--- src/rtl/text_buffer_ctrl.sv ---
// text_buffer_ctrl
//   Single-line character store between the keyboard decoder and the VGA
//   text renderer. Keys are edited into a DEPTH-cell line (backspace,
//   clear, cursor left/right, printable store). The renderer reads cells
//   through a registered, read-before-write port.
//
//   Optional macro TEXTBUF_WRAP_EN:
//     defined   - a store at the last cell wraps the cursor to 0 and pulses
//                 overflow.
//     undefined - a store at the last cell parks the cursor at DEPTH, and
//                 any further store is rejected with an overflow pulse.
module text_buffer_ctrl #(
  parameter int         DEPTH = 70,
  parameter logic [7:0] BLANK = 8'hFF
) (
  input  logic       clk,
  input  logic       reset,
  input  logic       key_valid,
  input  logic [7:0] key_code,
  output logic       key_ready,
  input  logic [6:0] rd_addr,
  output logic [7:0] rd_data,
  output logic [6:0] cursor_idx,
  output logic       overflow
);

  localparam logic [6:0] DEPTH_C   = 7'(DEPTH);
  localparam logic [6:0] LAST_C    = 7'(DEPTH - 1);
  localparam logic [7:0] KEY_BS    = 8'h08;
  localparam logic [7:0] KEY_CLR   = 8'h1B;
  localparam logic [7:0] KEY_LEFT  = 8'h80;
  localparam logic [7:0] KEY_RIGHT = 8'h81;

  typedef enum logic {
    ST_CLEAR = 1'b0,
    ST_IDLE  = 1'b1
  } state_t;

  state_t     state_r;
  state_t     state_nxt_s;
  logic [6:0] sweep_r;
  logic [6:0] sweep_nxt_s;
  logic [6:0] cursor_r;
  logic [6:0] cursor_nxt_s;
  logic       overflow_r;
  logic       overflow_nxt_s;
  logic       key_ready_r;
  logic [7:0] rd_data_r;
  logic       accept_s;
  logic       we_s;
  logic [6:0] waddr_s;
  logic [7:0] wdata_s;
  logic [7:0] mem_r [0:DEPTH-1];

  // A key is only taken while the line is idle; anything else is dropped.
  assign accept_s = key_valid & key_ready_r;

  // State, sweep pointer, cursor and registered status outputs.
  always_ff @(posedge clk or posedge reset) begin
    if (reset) begin
      state_r     <= ST_CLEAR;
      sweep_r     <= 7'd0;
      cursor_r    <= 7'd0;
      overflow_r  <= 1'b0;
      key_ready_r <= 1'b0;
    end else begin
      state_r     <= state_nxt_s;
      sweep_r     <= sweep_nxt_s;
      cursor_r    <= cursor_nxt_s;
      overflow_r  <= overflow_nxt_s;
      key_ready_r <= (state_nxt_s == ST_IDLE);
    end
  end

  // Next-state: sweep every cell once, then idle until a clear command.
  always_comb begin
    state_nxt_s = state_r;
    sweep_nxt_s = sweep_r;
    case (state_r)
      ST_CLEAR: begin
        if (sweep_r == LAST_C) begin
          state_nxt_s = ST_IDLE;
          sweep_nxt_s = 7'd0;
        end else begin
          sweep_nxt_s = sweep_r + 7'd1;
        end
      end
      ST_IDLE: begin
        if (accept_s && (key_code == KEY_CLR)) begin
          state_nxt_s = ST_CLEAR;
          sweep_nxt_s = 7'd0;
        end else begin
          state_nxt_s = ST_IDLE;
        end
      end
      default: begin
        state_nxt_s = ST_CLEAR;
        sweep_nxt_s = 7'd0;
      end
    endcase
  end

  // Outputs/datapath: cell write request, cursor update, overflow pulse.
  always_comb begin
    we_s           = 1'b0;
    waddr_s        = sweep_r;
    wdata_s        = BLANK;
    cursor_nxt_s   = cursor_r;
    overflow_nxt_s = 1'b0;
    case (state_r)
      ST_CLEAR: begin
        we_s    = 1'b1;
        waddr_s = sweep_r;
        wdata_s = BLANK;
      end
      ST_IDLE: begin
        if (accept_s) begin
          case (key_code)
            KEY_BS: begin
              if (cursor_r != 7'd0) begin
                cursor_nxt_s = cursor_r - 7'd1;
                we_s         = 1'b1;
                waddr_s      = cursor_r - 7'd1;
                wdata_s      = BLANK;
              end else begin
                cursor_nxt_s = cursor_r;
              end
            end
            KEY_CLR: begin
              cursor_nxt_s = 7'd0;
            end
            KEY_LEFT: begin
              if (cursor_r != 7'd0) begin
                cursor_nxt_s = cursor_r - 7'd1;
              end else begin
                cursor_nxt_s = cursor_r;
              end
            end
            KEY_RIGHT: begin
              if (cursor_r < LAST_C) begin
                cursor_nxt_s = cursor_r + 7'd1;
              end else begin
                cursor_nxt_s = cursor_r;
              end
            end
            default: begin
              if (key_code < 8'h80) begin
                if (cursor_r < DEPTH_C) begin
                  we_s    = 1'b1;
                  waddr_s = cursor_r;
                  wdata_s = key_code;
                  if (cursor_r == LAST_C) begin
`ifdef TEXTBUF_WRAP_EN
                    cursor_nxt_s   = 7'd0;
                    overflow_nxt_s = 1'b1;
`else
                    cursor_nxt_s   = DEPTH_C;
`endif
                  end else begin
                    cursor_nxt_s = cursor_r + 7'd1;
                  end
                end else begin
                  // Line full: refuse the store, memory untouched.
                  overflow_nxt_s = 1'b1;
                end
              end else begin
                // Unassigned command codes are ignored.
                cursor_nxt_s = cursor_r;
              end
            end
          endcase
        end else begin
          we_s = 1'b0;
        end
      end
      default: begin
        we_s = 1'b0;
      end
    endcase
  end

  // Cell storage; writes are suppressed while reset is held so an
  // interrupted sweep leaves the remaining cells as they were.
  always_ff @(posedge clk) begin
    if (we_s && !reset) begin
      mem_r[waddr_s] <= wdata_s;
    end
  end

  // Registered renderer read; out-of-line addresses read as empty.
  always_ff @(posedge clk or posedge reset) begin
    if (reset) begin
      rd_data_r <= BLANK;
    end else if (rd_addr < DEPTH_C) begin
      rd_data_r <= mem_r[rd_addr];
    end else begin
      rd_data_r <= BLANK;
    end
  end

  assign key_ready  = key_ready_r;
  assign rd_data    = rd_data_r;
  assign cursor_idx = cursor_r;
  assign overflow   = overflow_r;

endmodule

--- config.mk ---
export PLATFORM = sky130hd
export DESIGN_NAME = text_buffer_ctrl
export DESIGN_NICKNAME = d
export VERILOG_FILES = /design/src/rtl/text_buffer_ctrl.sv
export SDC_FILE = /design/constraint.sdc
export NUM_CORES = 1
export LEC_CHECK = 0
export BUFFER_PORTS_ARGS = -buffer_cell sky130_fd_sc_hd__buf_4
export CAP_MARGIN = 30
export CORE_MARGIN = 10
export CORE_UTILIZATION = 55
export CTS_CLUSTER_DIAMETER = 150
export CTS_CLUSTER_SIZE = 8
export DETAILED_ROUTE_END_ITERATION = 8
export GPL_TIMING_DRIVEN = 0
export PLACE_DENSITY = 0.71
export SKIP_LAST_GASP = 1
export SLEW_MARGIN = 20
export SYNTH_ARGS = -nofsm -noshare
export SYNTH_HDL_FRONTEND = slang
export SYNTH_SLANG_ARGS = --single-unit
export TNS_END_PERCENT = 10
--- constraint.sdc ---
create_clock -name clk -period 4.38 [get_ports clk]
set_clock_uncertainty 0.2 [all_clocks]
set_input_delay 0 -clock clk [delete_from_list [all_inputs] [get_ports clk]]
set_output_delay 0 -clock clk [all_outputs]
set_load 0.02 [all_outputs]
[Word-level counts from Yosys, hierarchy flattened]
Memory sizes are Yosys's and may differ from the RTL's.
Index checks and enable logic that the tools add are counted.
Operators by class
  $add $sub $neg: 3
  $mul: 0
  divide/modulo/power cells: 0
  order comparisons: 4
  eq/ne operators: 9
  shifts and indexed selects: 0
  mux-type cells: 37
  bitwise operators: 2
  reduce and logical (&&, ||, !) cells: 10
Operators with widths (count)
  $mux W7: 11
  $pmux W7 S2: 3
  $mux W8: 5
  $lt A7 B7 Y1 const B: 3
  $pmux W7 S3: 1
  $eq A8 B8 Y1 const B: 2
  $pmux W8 S2: 1
  $add A7 B1 Y7 const B: 2
  $eq A7 B7 Y1 const B: 2
  $mux W1: 13
  $eq A8 B4 Y1 const B: 1
  $eq A8 B5 Y1 const B: 1
  $lt A8 B8 Y1 const B: 1
  $reduce_bool A4 Y1: 2
  $reduce_bool A7 Y1: 1
  $sub A7 B1 Y7 const B: 1
  $pmux W1 S2: 3
  $reduce_and A6 Y1: 1
  $ne A2 B1 Y1 const B: 2
  $reduce_or A4 Y1: 1
  $reduce_or A3 Y1: 1
  $logic_and A1 B1 Y1: 2
  $ne A2 B2 Y1 const B: 1
  $reduce_or A2 Y1: 1
  3 further kinds: 3
Word-level totals
  flip-flop bits (word level): 24
  latch bits: 0
  bits in writable memories: 560
  ROM bits: 0
  bits of input ports: 18
  memories kept: 1
Memory list
  mem_r: depth 70, width 8, read ports 1, clocked after Yosys merged registers in 0, write ports 1, RTL line 53  | logic [7:0] mem_r [0:DEPTH-1];

[Longest topological paths before layout]
Gate-level depths: netlist (run 1).
  word-level depth: 9
  gate-level depth with buffers: 11

[Least setup slack after synthesis (run 1)]
OpenSTA, ideal clock, no wires.
  path kind: register -> register
  start point: reg cursor_r[5], in the netlist cursor_idx[5]
  end point: mem mem_r[18][0], enable pin
  setup time: 370 ps
  arrival time: 3280 ps
  slack: 530 ps
  cell stages (with the launch flop): 9
  path buffers: 1
  cells stage by stage: dfrtp_1 buf_6 a2111o_1 a21o_1 nor4_2 inv_2 o221ai_1 nand3_1 nor2_1
On the way
  word-level cells in the longest chain between the ends: 9
  elaborated cells between the ends (all ways): 18
  classes of those cells: add/sub (1); order compare (1); mux (14); reduce/logical (2)
RTL lines
  start, declared: RTL line 43  | logic [6:0] cursor_r;
  start signal, assigned: RTL line 69  | cursor_r <= cursor_nxt_s;
  $lt A7 B7 Y1: RTL line 148  | if (cursor_r < DEPTH_C) begin
  $mux W1: RTL line 148
  $mux W1: RTL line 147  | if (key_code < 8'h80) begin
  $pmux W1 S2: RTL line 118  | case (key_code)
  $mux W1: RTL line 117  | if (accept_s) begin
  $pmux W1 S2: RTL line 110  | case (state_r)
  $logic_and A1 B1 Y1: RTL line 185  | if (we_s && !reset) begin
  $mux W1: RTL line 185
  $mux W1 (not written as such): RTL line 186  | mem_r[waddr_s] <= wdata_s;
  end, declared: RTL line 53
Several ways; a longest one is shown, not always the timed one.

[Worst setup path after layout (run 1)]
  start point: reg cursor_r[1], in the netlist cursor_idx[1]
  end point: mem mem_r[24][5], enable pin
The elaborated chain is that of the path after synthesis.

==> metrics.txt, run 1 <==
CP max FO=73; total gr overflow=0; GRT Total Usage=0.211; Starting DRT DRC Count=1460; Routed WL=55500 µm; largest net degree at the start of global routing=74; root cell of the clock tree=sky130_fd_sc_hd__clkbuf_16; area of the die=52000 µm²; top-level I/O count=35; Post-synth EDFFs=560; critical-path cell with the highest stage delay=sky130_fd_sc_hd__nor4_4; design internal power=9.66 mW; wire length of the first global-routing pass=83000 µm; leading register cell type out of synthesis=sky130_fd_sc_hd__edfxtp_1; final critical-path share of the clock period=0.987; total power consumption of the routed design=12.2 mW; worst slew pin tran=1040 ps; Placed Area=24900 µm²; Die H=228 µm; gp weighted congestion=0.932; Period minus WS final=4320 ps; final-stage net count=1443; proportion of synthesized chip area in sequential cells=0.732; type of origin of the critical path=register; total of buffers placed on input and output ports=26; maximum frequency from static timing analysis=0.231 GHz; average vias per placed instance=6.33; data arrival time at the worst-slack endpoint=4390 ps; VDD IR-drop max=0.000368 V; clock share of power=0.464; clk buf depth=3; final cell area excluding filler cells=28200 µm²; Static Leakage=9.22 nW; mean post-synth cell area=18.6 µm²; Yosys Warn Count=0; mean routed wirelength per cell=27.4 µm; final-layout worst hold slack=30.8 ps; share of the core filled with cells=0.657; Area growth, synth to finish=18.4%; reg-to-reg critical path startpoint=cursor_idx[1]$_DFFE_PP0P_; Hold Path Sink=cursor_idx[1]$_DFFE_PP0P_; Std-Cell Rows=76; Critical Path RT=4450 ps; n_diodes=0; PD cells=432 nW/µm²; number of pins exceeding their max-slew limit in the final report=0; max_slew headroom=0.307; net switching fraction of the power=0.206; reported net switching power=2.50 mW; share of post-route cells with drive strength above 1=0.273; distinct cell type count after synthesis=74; endpoint class of the critical path=register; maximum level of the CTS H-tree=3; number of synthesized register bits=584; worst setup slack for register-to-register paths=60 ps; kind of critical path=register to register; area of the core=42900 µm²; Buffers & Inverters on Critical Path=1; HPWL after DPL=35500 µm; share of async-settable or async-resettable flops after synthesis=0.0411; Setup Viol. Count Final=0; R2R Path End=mem_r[24][5]$_DFFE_PP_; combinational fraction of design power=0.038; total CTS buffers=82; status=complete, no violations; worst hold-check path type=input port to register; clock latency at the later pin of the worst-skew pair=630 ps; unrepaired setup endpoints after global routing=yes; CTS tree=built; largest delay contributor family on the critical path=compound AO/OA/AOI/OAI gates; clock slew at the register clock pins of the worst setup and hold paths=60 ps; Maximum Capacitance Violations=0; Worst Min Path Start=key_code[6]; number of antenna-violating nets in the routed design=0; number of instances in the synthesized netlist=1277; initial core utilization=0.555; die width=228 µm; net count after synthesis=1300; R2R depth=8; number of antenna violations at the first check in global routing=0; via count=12800; max incr delay on CP=570 ps; Min-Delay Path Depth=8; Sink Count=584; via count of the first global-routing pass=13200; netlist area before placement=23800 µm²; sequence of cells on the critical path=a2111o_1 > a21o_1 > nor4_4 > inv_6 > o22ai_1 > o21ba_2 > nand3_4 > nor2_4; sequential power share=0.499; final count of hold timing violations=0; fillcell total=2756; most common cell after layout, fill and taps aside=sky130_fd_sc_hd__edfxtp_1; Pre-Repair DR Iteration Count=5; DRC violations left=0; commonest cells after routing, fill and taps aside=sky130_fd_sc_hd__edfxtp_1 (560), sky130_fd_sc_hd__mux4_2 (113), sky130_fd_sc_hd__mux2i_1 (86)
==> timing repair <==
action                                 CTS  global route
gates resized for setup                100            70
buffers inserted                         0             7
setup endpoints to repair              560           528
pin swaps                                0             8
hold buffers                            18             0
endpoints found under the hold margin  127             0
==> registers in the layout (all words and copies together) (netlist names) <==
register / count
mem_r: 560
rd_data: 8
cursor_idx: 7
sweep_r: 7
key_ready: 1
overflow: 1
==> worst max path at each step <==
| stage | from | endpoint | slack [ps] | cells past startpoint |
|---|---|---|---|---|
| global route | cursor_idx[0]$_DFFE_PP0P_ | mem_r[65][1]$_DFFE_PP_ | -170 | 9 |
| global placement | key_code[2] | mem_r[29][1]$_DFFE_PP_ | -830 | 9 |
| CTS | cursor_idx[3]$_DFFE_PP0P_ | mem_r[29][1]$_DFFE_PP_ | -90 | 9 |
| floorplan | cursor_idx[5]$_DFFE_PP0P_ | mem_r[18][0]$_DFFE_PP_ | 530 | 8 |
| finish | cursor_idx[1]$_DFFE_PP0P_ | mem_r[24][5]$_DFFE_PP_ | 60 | 8 |
| detailed placement | cursor_idx[1]$_DFFE_PP0P_ | mem_r[22][1]$_DFFE_PP_ | -550 | 8 |
==> power groups by stage <==
stage / sequential (mW) / combinational, mW / clock [mW]
after floorplan: 6.17 / 0.276 / 0
after global placement: 6.16 / 0.426 / 0
after detailed placement: 6.16 / 0.438 / 0
after CTS: 6.06 / 0.452 / 5.68
after global routing: 6.05 / 0.487 / 5.94
final: 6.06 / 0.462 / 5.63
==> synthesized netlist by cell type, drive strengths merged, types with 3 or more instances <==
library cell / count / share of area
a2111oi: 3 / 0.0022
nand3: 27 / 0.0088
buf: 28 / 0.0064
dfstp: 8 / 0.0088
o221a: 3 / 0.0014
nor4: 4 / 0.0013
edfxtp: 560 / 0.71
and2: 4 / 0.0011
or3: 6 / 0.0016
xnor2: 4 / 0.0015
o21ai: 21 / 0.0044
or4: 3 / 0.00095
o31ai: 7 / 0.0028
a211oi: 13 / 0.0041
a31oi: 4 / 0.0017
dfrtp: 16 / 0.017
ha: 5 / 0.0026
nand2b: 11 / 0.0029
a21o: 3 / 0.00095
clkbuf: 40 / 0.0063
mux4: 113 / 0.11
nor2: 98 / 0.015
inv: 12 / 0.0019
a21oi: 35 / 0.0074
nor2b: 4 / 0.0011
and3: 4 / 0.0011
o22ai: 30 / 0.0079
mux2i: 86 / 0.036
o221ai: 35 / 0.013
nand2: 36 / 0.0057
nor3: 11 / 0.0028
a311oi: 5 / 0.0018
==> per-stage QoR <==
stage                     TNS, ps  setup WS [ps]  instances
final                           0           56.8       2027
after CTS                   -7730          -86.4       2018
after floorplan                 0            530       1277
after global routing        -3470           -167       2027
after detailed placement  -260150           -555       1894
after global placement    -532230           -827       1888
==> cell families (layout without fill, tap and decap cells) <==
logic type / Yosys count / in the layout / synth area share
compound gates: 185 / 185 / 0.0585
xor+xnor: 5 / 5 / 0.00184
fa+ha+maj: 5 / 5 / 0.00263
buf+inv: 80 / 245 / 0.0146
flops: 584 / 584 / 0.732
mux: 200 / 200 / 0.144
simple gates: 218 / 218 / 0.0464
==> area by class of cell <==
| type | count | area [µm²] | area share |
|---|---|---|---|
| plain buffers | 68 | 303 | 0.0107 |
| clock inverters | 6 | 115 | 0.00409 |
| clock buffers | 100 | 2140 | 0.0760 |
| inverters | 12 | 50.0 | 0.00178 |
| repair buffers | 59 | 618 | 0.0219 |
| flip-flops and latches | 584 | 17400 | 0.619 |
| well taps | 585 | 732 | 0.0260 |
| multi-input cells | 613 | 6790 | 0.241 |
==> metal layers <==
layer  part of all wire  routed length (µm)  global-route usage  up-vias
met5                  0                   0                   0        -
met4              0.032                1780              0.0864        0
met3              0.071                3940              0.0385      109
met2               0.49               27400               0.338      575
met1               0.40               22300               0.282     6583
li1                   -                   -                   -     5570
==> worst reg2reg max path: cells and delay by family (launching register included) <==
kind            cells  cell delay [ps]
buf+inv             1              350
compound gates      4             1530
simple gates        3             1360
flops               1              510
No activity file was read; power rests on OpenSTA's default activity.
==> inputs of run 2 (changes only) <==
BUFFER_PORTS_ARGS = -buffer_cell sky130_fd_sc_hd__buf_2   (was -buffer_cell sky130_fd_sc_hd__buf_4)
CTS_BUF_LIST = sky130_fd_sc_hd__clkbuf_16   (was unset)
==> run 2 against run 1 <==
Against the previous run: die area unchanged; sequential power about the same; setup slack got worse by 110 ps; non-clock buffer count decreased by 5; global-route usage increased by 0.17 points; the flow now finishes with violations (negative setup slack); count of clock-buffer cells in the layout decreased by 11; critical path depth increased by 1; hold slack improved by 61 ps; via count increased by 1.7%; fmax decreased by 2.5%; sequential cell count unchanged; first-iteration DRC count increased by 6.6%.
==> metrics.txt, run 2 (synthesis gave the netlist of run 1 again) <==
largest net degree at the start of global routing=71; GRT Total Usage=0.212; Routed WL=55600 µm; total gr overflow=0; final count of hold timing violations=0; number of antenna violations at the first check in global routing=1; multi-input gate area in the final layout=6700 µm²; most common cell after layout, fill and taps aside=sky130_fd_sc_hd__edfxtp_1; share of post-route cells with drive strength above 1=0.270; via count of the first global-routing pass=13200; mean routed wirelength per cell=27.4 µm; final-layout setup total negative slack=-1980 ps; max_slew headroom=0.320; share of the core filled with cells=0.654; initial core utilization=0.555; gp weighted congestion=0.931; Std-Cell Rows=76; maximum frequency from static timing analysis=0.226 GHz; number of pins exceeding their max-slew limit in the final report=0; data arrival time at the worst-slack endpoint=4480 ps; via count=13100; number of flip-flops under the largest register name=560; area of the die=52000 µm²; commonest cells after routing, fill and taps aside=sky130_fd_sc_hd__edfxtp_1 (560), sky130_fd_sc_hd__mux4_2 (113), sky130_fd_sc_hd__clkbuf_16 (89); max incr delay on CP=520 ps; largest delay contributor family on the critical path=simple AND/OR/NAND/NOR gates; total instance count after detailed placement=1896; status=finished, violations left; clock slew at the register clock pins of the worst setup and hold paths=50 ps; final worst setup slack=-53.7 ps; worst slew pin tran=1020 ps; maximum level of the CTS H-tree=3; flip-flop and latch area=17400 µm²; HPWL after DPL=35600 µm; Final Instance Count excl. Fillers=2030; sequence of cells on the critical path=inv_1 > ha_1 > or3b_2 > or2_2 > a311o_1 > a21oi_1 > o221a_2 > nand3_2 > nor2_4; Area growth, synth to finish=17.8%; unrepaired setup endpoints after global routing=yes; Static Leakage=9.30 nW; Pre-Repair DR Iteration Count=6; DRC violations left=0; fillcell total=2780; Critical Path RT=4430 ps; wire length of the first global-routing pass=84100 µm; final critical-path share of the clock period=1.01; total of buffers placed on input and output ports=26; Die H=228 µm; die width=228 µm; VDD IR-drop max=0.000354 V; Setup Viol. Count Final=76; worst hold-check path type=input port to register; number of antenna-violating nets in the routed design=0; type of origin of the critical path=register; register with the most flip-flops=mem_r; CTS tree=built; clock latency at the later pin of the worst-skew pair=590 ps; CP max FO=9; final cell area excluding filler cells=28000 µm²; Placed Area=24900 µm²; kind of critical path=register to register; Starting DRT DRC Count=1556; average vias per placed instance=6.43; Period minus WS final=4430 ps; clk buf depth=3; violations in the final reports=negative setup slack; root cell of the clock tree=sky130_fd_sc_hd__clkbuf_16; PD cells=435 nW/µm²; final-stage net count=1438; endpoint class of the critical path=register; Buffers & Inverters on Critical Path=1; Maximum Capacitance Violations=0; total CTS buffers=82; Sink Count=584; critical-path cell with the highest stage delay=sky130_fd_sc_hd__or3b_2; top-level I/O count=35; area of the core=42900 µm²
run 2: cell types whose count changed in the layout (fill, tap and decap cells not counted), sizes merged:
cell and change:
buf -2, inv +20, clkbuf -11, clkinv -2, dlygate4sd3 -3, diode +1
run 2: worst paths after layout:
check / cells past startpoint / end / slack (ps) / start
hold / removal: 3 / rd_data[4]$_DFF_PP1_ / 90 / rd_addr[6]
hold reg to reg: 2 / sweep_r[1]$_DFFE_PP0P_ / 370 / sweep_r[1]$_DFFE_PP0P_
max in group asynchronous: 5 / rd_data[1]$_DFF_PP1_ / 3020 / reset
setup / recovery: 9 / mem_r[56][1]$_DFFE_PP_ / -50 / cursor_idx[0]$_DFFE_PP0P_
min in group asynchronous: 4 / key_ready$_DFF_PP0_ / 370 / reset
setup reg to reg: 9 / mem_r[56][1]$_DFFE_PP_ / -50 / cursor_idx[0]$_DFFE_PP0P_
run 2: per-stage QoR:
| stage | hold WS (ps) | power [mW] | worst slack [ps] |
|---|---|---|---|
| 4_1_cts | 18.8 | 12.3 | -54.8 |
| 2_1_floorplan | -191 | 6.45 | 530 |
| 5_1_grt | 104 | 12.5 | -209 |
| 3_5_place_dp | -115 | 6.60 | -773 |
| 6_report | 92.1 | 12.2 | -53.7 |
| 3_3_place_gp | 11.6 | 6.58 | -843 |
run 2: final cells by class:
| type | count | share of cell area |
|---|---|---|
| well taps | 585 | 0.0261 |
| inverters | 12 | 0.00170 |
| multi-input cells | 613 | 0.239 |
| plain buffers | 68 | 0.0108 |
| flip-flops and latches | 584 | 0.622 |
| clock buffers | 89 | 0.0794 |
| clock inverters | 24 | 0.00321 |
| diodes | 1 | 0.0000893 |
| repair buffers | 54 | 0.0183 |
run 2: timing repair:
| item | 4_1_cts | 5_1_grt |
|---|---|---|
| pin swaps | 0 | 7 |
| endpoints found under the setup margin | 560 | 560 |
| setup buffers | 0 | 5 |
| endpoints found under the hold margin | 132 | 0 |
| hold buffers | 15 | 0 |
| gates resized for setup | 141 | 15 |
run 2: routing by layer:
layer,up-vias,global-route usage,part of all wire
met3,93,0.0375,0.078
met4,0,0.0654,0.022
met2,652,0.344,0.50
met5,-,0,0
li1,5561,-,-
met1,6754,0.291,0.40
run 2: worst min-delay path: stages:
cell and delay, ps:
sky130_fd_sc_hd__clkbuf_1 290, sky130_fd_sc_hd__nand3_1 340, sky130_fd_sc_hd__o21a_1 200
run 2: power by group:
part	internal, mW	switching [mW]
Clock	3.54	2.14
Sequential	6.06	0.00283
Combinational	0.186	0.271
Total	9.78	2.41
==> inputs of run 3 (changes only) <==
BUFFER_PORTS_ARGS = unset   (was -buffer_cell sky130_fd_sc_hd__buf_2)
DONT_BUFFER_PORTS = 1   (was unset)
PLACE_DENSITY = 0.7   (was 0.71)
==> run 3 against run 2 <==
Against the previous run: final area shrank 0.15%; critical endpoint is now mem_r[67][1]$_DFFE_PP_; core utilization down 0.099 points; the run still ends with negative setup slack left; non-clock buffer count down 17; first-iteration DRC count shrank 4.8%; wire length grew 2.0%; combinational power shrank 6.1%; sequential power is essentially flat; setup slack gained 10 ps; clock power decreased by 3%; fmax increased by 0.23%; hold slack worse by 54 ps; critical path depth stayed put.
==> metrics.txt, run 3 (synthesis gave the netlist of run 1 again) <==
total CTS buffers=82; sequential power share=0.505; worst slew pin tran=866 ps; final count of hold timing violations=0; Static Leakage=9.17 nW; CP max FO=9; Pre-Repair DR Iteration Count=5; final-layout setup total negative slack=-456 ps; maximum level of the CTS H-tree=3; Area growth, synth to finish=17.7%; clk buf depth=3; Period minus WS final=4420 ps; area of the die=52000 µm²; most common cell after layout, fill and taps aside=sky130_fd_sc_hd__edfxtp_1; via count=13100; die width=228 µm; endpoint class of the critical path=register; design internal power=9.57 mW; final-stage net count=1421; final cell area excluding filler cells=28000 µm²; data arrival time at the worst-slack endpoint=4480 ps; initial core utilization=0.555; area of the core=42900 µm²; type of origin of the critical path=register; top-level I/O count=35; Placed Area=24700 µm²; number of pins exceeding their max-slew limit in the final report=0; mean routed wirelength per cell=28.3 µm; multi-input gate area in the final layout=6770 µm²; clock share of power=0.459; gp weighted congestion=0.925; Sink Count=584; maximum frequency from static timing analysis=0.226 GHz; Die H=228 µm; number of antenna violations at the first check in global routing=1; status=finished, violations left; CTS tree=built; share of post-route cells with drive strength above 1=0.262; HPWL after DPL=36100 µm; Routed WL=56700 µm; violations in the final reports=negative setup slack; average vias per placed instance=6.52; Critical Path RT=4440 ps; total of buffers placed on input and output ports=0; fillcell total=2791; PD cells=429 nW/µm²; Setup Viol. Count Final=34; sequence of cells on the critical path=inv_1 > ha_1 > or3b_2 > nor2_1 > nor3_1 > o31ai_1 > a22o_2 > o2111ai_4 > nor2_4; Starting DRT DRC Count=1482; combinational fraction of design power=0.036; number of antenna-violating nets in the routed design=0; GRT Total Usage=0.213; Buffers & Inverters on Critical Path=1; Maximum Capacitance Violations=0; worst hold-check path type=input port to register; unrepaired setup endpoints after global routing=yes; wire length of the first global-routing pass=83700 µm; total gr overflow=0; final worst setup slack=-43.6 ps; clock latency at the later pin of the worst-skew pair=600 ps; max incr delay on CP=570 ps; root cell of the clock tree=sky130_fd_sc_hd__clkbuf_16; kind of critical path=register to register; number of flip-flops under the largest register name=560; final critical-path share of the clock period=1.01; register with the most flip-flops=mem_r; via count of the first global-routing pass=13100; VDD IR-drop max=0.000296 V; net switching fraction of the power=0.203; critical-path cell with the highest stage delay=sky130_fd_sc_hd__dfrtp_1; commonest cells after routing, fill and taps aside=sky130_fd_sc_hd__edfxtp_1 (560), sky130_fd_sc_hd__mux4_2 (113), sky130_fd_sc_hd__mux2i_1 (86); largest net degree at the start of global routing=71; max_slew headroom=0.418; largest delay contributor family on the critical path=simple AND/OR/NAND/NOR gates; Std-Cell Rows=76; flip-flop and latch area=17400 µm²; reported net switching power=2.44 mW; DRC violations left=0; clock slew at the register clock pins of the worst setup and hold paths=50 ps
==> run 3: changes by cell type in the layout (fill, tap and decap cells not counted), moves of 6 or more <==
cell | before | now
sky130_fd_sc_hd__nor2_2 | 8 | 1
sky130_fd_sc_hd__dlygate4sd3_1 | 15 | 21
sky130_fd_sc_hd__buf_2 | 45 | 19
sky130_fd_sc_hd__clkbuf_16 | 89 | 83
sky130_fd_sc_hd__inv_1 | 35 | 25
sky130_fd_sc_hd__nor2_4 | 62 | 69
==> run 3: through the flow <==
step	setup slack [ps]	power, mW	hold WS, ps	std cells	utilization
6_report	-43.6	12.0	38.3	2004	0.653
5_1_grt	-221	12.3	53.4	2004	0.653
4_1_cts	-293	12.1	1.36	1993	0.640
3_5_place_dp	-780	6.58	-203	1868	0.576
3_3_place_gp	-851	6.57	8.67	1862	0.572
2_1_floorplan	530	6.45	-191	1277	-
==> run 3: repair_timing <==
item,CTS,global route
endpoints found under the setup margin,560,552
pin swaps,0,12
hold buffers,21,0
gates resized for setup,102,67
hold endpoints to repair,211,0
buffers inserted,0,8
==> run 3: path summary, 6_finish.rpt <==
path / start / to / slack [ps] / cells past startpoint
max: cursor_idx[0]$_DFFE_PP0P_ / mem_r[67][1]$_DFFE_PP_ / -40 / 9
min: key_code[3] / mem_r[20][3]$_DFFE_PP_ / 40 / 1
max reg2reg: cursor_idx[0]$_DFFE_PP0P_ / mem_r[67][1]$_DFFE_PP_ / -40 / 9
min reg2reg: sweep_r[1]$_DFFE_PP0P_ / sweep_r[1]$_DFFE_PP0P_ / 380 / 2
max in group asynchronous: reset / cursor_idx[3]$_DFFE_PP0P_ / 2250 / 4
min in group asynchronous: reset / rd_data[3]$_DFF_PP1_ / 440 / 3
==> run 3: power groups by stage <==
| stage | clock [mW] | combinational, mW | sequential (mW) |
|---|---|---|---|
| final | 5.51 | 0.429 | 6.07 |
| after global routing | 5.81 | 0.452 | 6.07 |
| after CTS | 5.57 | 0.420 | 6.07 |
| after detailed placement | 0 | 0.404 | 6.18 |
| after global placement | 0 | 0.396 | 6.18 |
| after floorplan | 0 | 0.276 | 6.17 |
==> run 3: layout make-up <==
| cell class | instances | area share |
|---|---|---|
| sequential | 584 | 0.623 |
| multi-input combinational | 613 | 0.242 |
| clock buffer | 83 | 0.0742 |
| tap | 585 | 0.0261 |
| timing repair buffer | 37 | 0.0184 |
| buffer | 68 | 0.0109 |
| clock inverter | 21 | 0.00442 |
| inverter | 12 | 0.00170 |
| antenna | 1 | 0.0000894 |
==> run 3: routing by layer <==
layer	global-route usage	up-vias	part of all wire
met1	0.287	6745	0.39
met4	0.0862	0	0.033
met2	0.336	643	0.49
met5	0	-	0
li1	-	5526	-
met3	0.0463	143	0.085
